==> config.mk <==
export PLATFORM = sky130hd
export DESIGN_NAME = enemy_formation
export DESIGN_NICKNAME = d
export VERILOG_FILES = /design/src/rtl/enemy_formation_pkg.sv /design/src/rtl/enemy_formation_sprite_rom.sv /design/src/rtl/enemy_formation.sv
export SDC_FILE = /design/constraint.sdc
export NUM_CORES = 1
export LEC_CHECK = 0
export BUFFER_PORTS_ARGS = -buffer_cell sky130_fd_sc_hd__buf_2
export CORE_UTILIZATION = 63
export CTS_CLUSTER_DIAMETER = 120
export DETAILED_ROUTE_END_ITERATION = 16
export HOLD_SLACK_MARGIN = 0.03
export PLACE_DENSITY = 0.87
export RECOVER_POWER = 100
export SLEW_MARGIN = 20
export SYNTH_ARGS = -nofsm -noshare
export SYNTH_HDL_FRONTEND = slang
export SYNTH_HIERARCHICAL = 1
export SYNTH_SLANG_ARGS = --single-unit
==> constraint.sdc <==
create_clock -name clk -period 5.8 [get_ports clk]
set_input_delay 0.58 -clock clk [delete_from_list [all_inputs] [get_ports clk]]
set_output_delay 0.58 -clock clk [all_outputs]
set_load 0.05 [all_outputs]
==> src/rtl/enemy_formation_pkg.sv <==
// Shared constants for the enemy formation renderer: screen limits, march
// direction and the two 8x8 invader bitmaps (bit x of row y = pixel (x, y)).
package enemy_formation_pkg;

  localparam int SCREEN_W = 640;
  localparam int BOTTOM_Y = 440;

  typedef enum logic {
    MARCH_R,
    MARCH_L
  } dir_t;

  // Element [y] is bitmap row y; element 0 is the rightmost byte.
  localparam logic [7:0][7:0] SPRITE_F0 = {
    8'hA5, 8'h5A, 8'h24, 8'hFF, 8'hF3, 8'hFF, 8'h7E, 8'h3C
  };
  localparam logic [7:0][7:0] SPRITE_F1 = {
    8'h42, 8'h81, 8'h42, 8'hFF, 8'hF3, 8'hFF, 8'h7E, 8'h3C
  };

endpackage

==> src/rtl/enemy_formation_sprite_rom.sv <==
// Combinational invader bitmap lookup: (anim frame, row, column) -> lit.
module enemy_formation_sprite_rom
  import enemy_formation_pkg::*;
(
  input  logic       anim,
  input  logic [2:0] oy,
  input  logic [2:0] ox,
  output logic       lit
);

  assign lit = anim ? SPRITE_F1[oy][ox] : SPRITE_F0[oy][ox];

endmodule

==> src/rtl/enemy_formation.sv <==
// Marching ROWS x COLS invader grid: movement FSM, alive mask with hit
// handling, invasion detection and a one-cycle-latency pixel renderer.
module enemy_formation
  import enemy_formation_pkg::*;
#(
  parameter int          ROWS      = 4,
  parameter int          COLS      = 8,
  parameter int          SCALE     = 2,
  parameter int          SPACING_X = 32,
  parameter int          SPACING_Y = 32,
  parameter int          START_X   = 64,
  parameter int          START_Y   = 48,
  parameter int          STEP_X    = 2,
  parameter int          STEP_Y    = 8,
  parameter int          MOVE_DIV  = 30,
  parameter logic [23:0] COLOR     = 24'hFFFFFF
) (
  input  logic                            clk,
  input  logic                            reset,
  input  logic                            frame_tick,
  input  logic [9:0]                      h_counter,
  input  logic [9:0]                      v_counter,
  input  logic                            hit_valid,
  input  logic [$clog2(ROWS)-1:0]         hit_row,
  input  logic [$clog2(COLS)-1:0]         hit_col,
  output logic [7:0]                      R,
  output logic [7:0]                      G,
  output logic [7:0]                      B,
  output logic                            pixel_on,
  output logic [9:0]                      form_x,
  output logic [9:0]                      form_y,
  output logic [$clog2(ROWS*COLS+1)-1:0]  alive_count,
  output logic                            all_dead,
  output logic                            reached_bottom
);

  localparam int RW  = $clog2(ROWS);
  localparam int CW  = $clog2(COLS);
  localparam int LSX = $clog2(SPACING_X);
  localparam int LSY = $clog2(SPACING_Y);
  localparam int LSC = $clog2(SCALE);
  localparam int MCW = $clog2(MOVE_DIV + 1);
  localparam int AW  = $clog2(ROWS * COLS + 1);

  localparam logic [10:0] GRID_W = 11'(COLS * SPACING_X);
  localparam logic [10:0] GRID_H = 11'(ROWS * SPACING_Y);
  localparam logic [10:0] SPR    = 11'(8 * SCALE);
  localparam logic [10:0] MASK_X = 11'(SPACING_X - 1);
  localparam logic [10:0] MASK_Y = 11'(SPACING_Y - 1);
  localparam logic [10:0] SCR_W  = 11'(SCREEN_W);
  localparam logic [10:0] BOT    = 11'(BOTTOM_Y);
  localparam logic [10:0] SX     = 11'(STEP_X);
  localparam logic [RW:0] ROWS_L = (RW + 1)'(ROWS);
  localparam logic [CW:0] COLS_L = (CW + 1)'(COLS);

  logic [ROWS-1:0][COLS-1:0] alive;
  dir_t                      dir;
  logic                      anim;
  logic [MCW-1:0]            move_cnt;

  // Renderer: locate the pixel in the grid, then in the cell, then in the bitmap.
  logic [10:0]   dx, dy, offx, offy;
  logic          in_grid, in_sprite, lit, lit_next;
  logic [CW-1:0] cell_c;
  logic [RW-1:0] cell_r;

  assign dx        = {1'b0, h_counter} - {1'b0, form_x};
  assign dy        = {1'b0, v_counter} - {1'b0, form_y};
  assign in_grid   = (h_counter >= form_x) && (dx < GRID_W) &&
                     (v_counter >= form_y) && (dy < GRID_H);
  assign cell_c    = dx[LSX +: CW];
  assign cell_r    = dy[LSY +: RW];
  assign offx      = dx & MASK_X;
  assign offy      = dy & MASK_Y;
  assign in_sprite = (offx < SPR) && (offy < SPR);

  enemy_formation_sprite_rom u_rom (
    .anim (anim),
    .oy   (offy[LSC +: 3]),
    .ox   (offx[LSC +: 3]),
    .lit  (lit)
  );

  assign lit_next = in_grid && in_sprite && lit && alive[cell_r][cell_c];

  // Extent of the surviving enemies, used for edge and invasion checks.
  logic [COLS-1:0] col_any;
  logic [ROWS-1:0] row_any;
  logic [CW-1:0]   lc, rc;
  logic [RW-1:0]   br;

  // NOTE: every always_comb output gets a default first so no latch is inferred.
  always_comb begin
    col_any = '0;
    row_any = '0;
    lc      = '0;
    rc      = '0;
    br      = '0;
    for (int r = 0; r < ROWS; r++)
      for (int c = 0; c < COLS; c++) begin
        col_any[c] = col_any[c] | alive[r][c];
        row_any[r] = row_any[r] | alive[r][c];
      end
    for (int c = COLS - 1; c >= 0; c--) if (col_any[c]) lc = CW'(c);
    for (int c = 0; c < COLS; c++)      if (col_any[c]) rc = CW'(c);
    for (int r = 0; r < ROWS; r++)      if (row_any[r]) br = RW'(r);
  end

  logic right_hit, left_hit, bottom_hit, tick_wrap, step, hit_ok;

  assign right_hit  = ({1'b0, form_x} + (11'(rc) << LSX) + SPR + SX) > SCR_W;
  assign left_hit   = ({1'b0, form_x} + (11'(lc) << LSX)) < SX;
  assign bottom_hit = (|row_any) && (({1'b0, form_y} + (11'(br) << LSY) + SPR) >= BOT);
  assign tick_wrap  = frame_tick && (move_cnt == MCW'(MOVE_DIV - 1));
  assign step       = tick_wrap && !all_dead && !reached_bottom;
  assign hit_ok     = hit_valid && ({1'b0, hit_row} < ROWS_L) &&
                      ({1'b0, hit_col} < COLS_L) && alive[hit_row][hit_col];
  assign all_dead   = (alive_count == '0);

  // NOTE: sequential state uses non-blocking assignments so every update sees pre-edge values.
  always_ff @(posedge clk) begin
    if (reset) begin
      form_x         <= 10'(START_X);
      form_y         <= 10'(START_Y);
      alive          <= '1;
      alive_count    <= AW'(ROWS * COLS);
      dir            <= MARCH_R;
      anim           <= 1'b0;
      move_cnt       <= '0;
      reached_bottom <= 1'b0;
      pixel_on       <= 1'b0;
      R              <= '0;
      G              <= '0;
      B              <= '0;
    end else begin
      if (frame_tick) move_cnt <= tick_wrap ? '0 : move_cnt + MCW'(1);

      // Edge checks use the pre-hit mask, so a same-cycle hit cannot alter this step.
      if (step) begin
        anim <= ~anim;
        if (dir == MARCH_R) begin
          if (right_hit) begin
            form_y <= form_y + 10'(STEP_Y);
            dir    <= MARCH_L;
          end else begin
            form_x <= form_x + 10'(STEP_X);
          end
        end else begin
          if (left_hit) begin
            form_y <= form_y + 10'(STEP_Y);
            dir    <= MARCH_R;
          end else begin
            form_x <= form_x - 10'(STEP_X);
          end
        end
      end

      if (hit_ok) begin
        alive[hit_row][hit_col] <= 1'b0;
        alive_count             <= alive_count - AW'(1);
      end

      if (bottom_hit) reached_bottom <= 1'b1;

      pixel_on <= lit_next;
      R        <= lit_next ? COLOR[23:16] : 8'h00;
      G        <= lit_next ? COLOR[15:8]  : 8'h00;
      B        <= lit_next ? COLOR[7:0]   : 8'h00;
    end
  end

endmodule

==> results <==
- The flow ran to the end, but the final reports show violations.
- The final reports fail on capacitance limit, slew limit.
- Summing over every cut layer, the via total after detailed routing is 4958.
- Power spread over the standard cell area amounts to 194.7 mW/mm².
- The maximum fanout along the worst path is 12.
- The worst hold-check path type is reg2reg.
- The number of placed cells counting well taps is 778.
- In this run the deepest clock path goes through 2 buffers.
- The layout-stage area growth over the synthesis result is 7.013%.
- The global routing stage identified its most utilized layer as met2.
- The global-route wire length before repair is 21.30 mm.
- The mapped netlist covers 0.005281 mm².
- In the global route stage, met3 resource usage came out at 5.854%.
- Global routing consumed, on the met1 layer, 38.33% of the routing resources.
- The floorplan step defined a die boundary enclosing 0.008753 mm².
- The number of distinct library cells after synthesis is 69.
- Setup repair after global routing left no endpoint under its margin.
- Of the cells placed in the final design, the portion with a size suffix greater than 1 is 9.724%.
- The clock drives 63 sinks.
- The signal on the critical path passes through nor4_1 -> nand2b_1 -> a21oi_1 -> nor2_1 -> o21ai_0 -> ha_1 -> nand3_1 -> a2bb2oi_1 -> o311ai_0 -> a211oi_1 -> o21ai_0 -> or4_1 -> a21oi_1.
- Summing the sequential cell areas from Yosys gives 23.88% of the chip area.
- The achievable clock frequency is 213.2 MHz.
- The via count of the first global-routing pass is 4632.
- The number of setup buffers added after CTS is 0.
- The largest individual stage delay along the critical path comes from the cell sky130_fd_sc_hd__a211oi_1.
- The kind of capture point of the worst setup path is a register.
- The worst hold margin is 0.5174 ns.
- The number of iterations in the first detailed-routing pass is 7.
- The number of hold-slack violations in the final timing report is 0.
- The area of the core region is 0.008175 mm².
- The prevailing post-synth register cell is sky130_fd_sc_hd__dfxtp_1.
- After detailed routing, the average wire length per cell comes to 16.51 µm.
- The die is 93.56 µm wide.
- The H-tree was split into 3 levels.
- After routing, the total negative slack on setup checks comes to 0 ns.
- Leaving out filler cells and counting taps, the final layout contains 794.
- After clock tree synthesis, the clock-pin slew on the worst setup and hold paths is 0.07 ns.
- Clock skew on the completed layout was measured at 0.01915 ns.
- The worst path needs 4.689 ns of the cycle, external delays included.
- Entering global routing, the biggest net connects 74 pins.
- The TritonCTS clock tree is yes.
- Input and output buffers added on the ports amount to 75.
- The worst setup path category is reg2reg.
- 82 I/O pins were placed.
- The average footprint of a synthesized cell is 8.214 µm².
- The relative max-transition margin is -101.7%.
- The number of warnings issued by yosys is 6.
- Counting flops with a built-in enable in the synthesized netlist gives 0.
- The final setup violation count is 0.
- The number of hold buffers added after CTS was 0.
- In the routed design, unresolved DRC markers number 0.
- The static leakage power is 2.118 nW.
- For this run, the slowest stage of the critical path takes 0.73 ns.
- Max-cap violations in this run came to 1.
- The share of the synthesized area in the top cell type is 23.88%.
- The worst supply voltage drop on vdd is 0.2006 mV.
- The repair_antennas step left the layout with diodes totalling 0.
- The number of vias per cell after detailed routing is 6.244.
- The first routing iteration left 302 violations.
- The share of synthesized registers carrying an async set or reset is 0%.
- The synthesized design contains 63 register bits.
- For the worst setup path, the data required time is 6.04 ns.
- The post-route core utilization is 69.13%.
- In the global route stage, overall resource usage came out at 30.89%.
- The overall routed net length is 13.11 mm.
- The root buffer cell is sky130_fd_sc_hd__clkbuf_8.
- The post-cts sizing count is 0.
- For this configuration, the core starts out at a cell density of 64.60%.
- The initialized floorplan defines 33 standard-cell rows.
- At the worst endpoint, the arrival time is 4.93 ns.
- Clock tree synthesis inserted a total of 9 buffers.
- The number of max-slew violations in the final report is 74.
- The remaining global-route overflow is 0.
- The slew at the pin closest to its max-slew limit is 3.025 ns.
- The number of fillers in the final layout is 674.
- The share of the cycle needed by the critical path after routing is 80.85%.
- STA classifies the critical path startpoint as a register.
- The number of antenna violations at the first check in global routing came to 0.
- The largest total area in the synthesized netlist belongs to sky130_fd_sc_hd__dfxtp_1.
- Yosys attributes the largest share of cell area to sky130_fd_sc_hd__dfxtp_1 24%, sky130_fd_sc_hd__ha_1 11%, sky130_fd_sc_hd__mux4_2 7.2%.
- The total number of nets in the final design is 763.
- The instance count of the mapped netlist is 643.
- The count of antenna-violating nets left after detailed routing is 0.
- The congestion estimate from routability-driven global placement came to 0.9416.
- Global routing consumed, on the met2 layer, 51.72% of the routing resources.
- Detailed placement ended at an HPWL of 9.658 mm.
- The vertical die dimension is 93.56 µm.
- The later-pin clock latency in the skew report is 0.35 ns.
cell usage in the layout, fill, tap and decap left out, types with 4 or more instances in the layout:
cell                       instances
sky130_fd_sc_hd__a211oi_1          8
sky130_fd_sc_hd__a21o_1            5
sky130_fd_sc_hd__a21oi_1          67
sky130_fd_sc_hd__a311o_1           4
sky130_fd_sc_hd__buf_2            26
sky130_fd_sc_hd__clkbuf_1         51
sky130_fd_sc_hd__clkbuf_8         10
sky130_fd_sc_hd__conb_1            4
sky130_fd_sc_hd__dfxtp_1          63
sky130_fd_sc_hd__fa_1              5
sky130_fd_sc_hd__ha_1             45
sky130_fd_sc_hd__inv_1            41
sky130_fd_sc_hd__mux2i_1          11
sky130_fd_sc_hd__mux4_2           17
sky130_fd_sc_hd__nand2_1          40
sky130_fd_sc_hd__nand2b_1         17
sky130_fd_sc_hd__nand3_1           8
sky130_fd_sc_hd__nand4_1           4
sky130_fd_sc_hd__nor2_1           82
sky130_fd_sc_hd__nor2b_1          11
sky130_fd_sc_hd__nor3_1           17
sky130_fd_sc_hd__nor4_1           16
sky130_fd_sc_hd__nor4b_1           4
sky130_fd_sc_hd__o21ai_0          25
sky130_fd_sc_hd__or3_1             5
sky130_fd_sc_hd__or4_1             9
sky130_fd_sc_hd__xnor2_1          20
sky130_fd_sc_hd__xor2_1            7
critical path, delay by kind of cell, from the launching register on:
kind                     cells  cell delay [ns]
adder cells (fa/ha/maj)      1             0.32
flip-flops                   1             0.36
AO/OA/AOI/OAI                7             2.38
AND/OR/NAND/NOR              5             1.53
through the flow:
stage          total power, mW  worst slack (ns)  area [µm²]
2_1_floorplan           0.6265             2.419        5293
3_3_place_gp            0.6627             1.974        5500
3_5_place_dp            0.6708             1.830        5500
4_1_cts                  1.105             1.777        5723
5_1_grt                  1.142            0.7559        5652
6_report                 1.100             1.111        5652
layer usage:
layer	part of all wire, %	up-vias
met5	0	-
met1	41	2326
met4	2.6	0
li1	-	2378
met3	7.3	39
met2	49	215
path summary, 6_finish.rpt:
check                                     from              to  slack [ns]  cells after the start
worst max-delay path                  alive[2]       form_y[9]        1.11                     13
worst min-delay path            alive_count[1]  alive_count[1]        0.52                      2
worst max register to register        alive[2]       form_y[9]        1.11                     13
worst min register to register  alive_count[1]  alive_count[1]        0.52                      2
synthesized netlist by cell type, drive strengths merged, types with 3 or more instances:
cell,number
nor2,82
a21oi,67
dfxtp,63
ha,45
inv,41
nand2,40
buf,37
o21ai,25
xnor2,20
mux4,18
nor3,18
nand2b,17
nor4,16
clkbuf,13
mux2i,11
nor2b,11
or4,9
a211oi,8
nand3,8
xor2,7
a21o,5
fa,5
or3,5
a22oi,4
a311o,4
nand4,4
nor4b,4
a31oi,3
and3,3
nor3b,3
o2111ai,3
o21a,3
o41ai,3
or2,3
where the power goes:
| group | internal, mW | switching, mW |
|---|---|---|
| combinational | 0.0732 | 0.129 |
| sequential | 0.444 | 0.0147 |
| clock | 0.254 | 0.185 |
state kept, by name, indices dropped and copies added, names as in the netlist:
name and cells:
alive 32, form_x 9, form_y 7, alive_count 6, move_cnt 5, B 1
anim 1, dir 1, reached_bottom 1
cell families (layout without fill, tap and decap cells):
group                    Yosys count  after routing  synth area share [%]
AND/OR/NAND/NOR                  234            234                 22.22
AO/OA/AOI/OAI                    145            145                 17.48
buffers and inverters             91            134                 8.860
flip-flops                        63             63                 23.88
adder cells (fa/ha/maj)           51             51                 12.75
multiplexers                      31             31                 10.26
XOR/XNOR                          27             27                 4.478
other                              1              4               0.07101
area by class of cell:
class                           count  area [µm²]  area share [%]
Clock buffer                       11       141.4           2.502
Clock inverter                      5       81.33           1.439
Inverter                           41       153.9           2.723
Multi-Input combinational cell    492        3557           62.94
Sequential cell                    63        1261           22.32
Tap cell                          105       131.4           2.325
Timing Repair Buffer               77       325.3           5.756
Power figures use the tool's default switching activity.
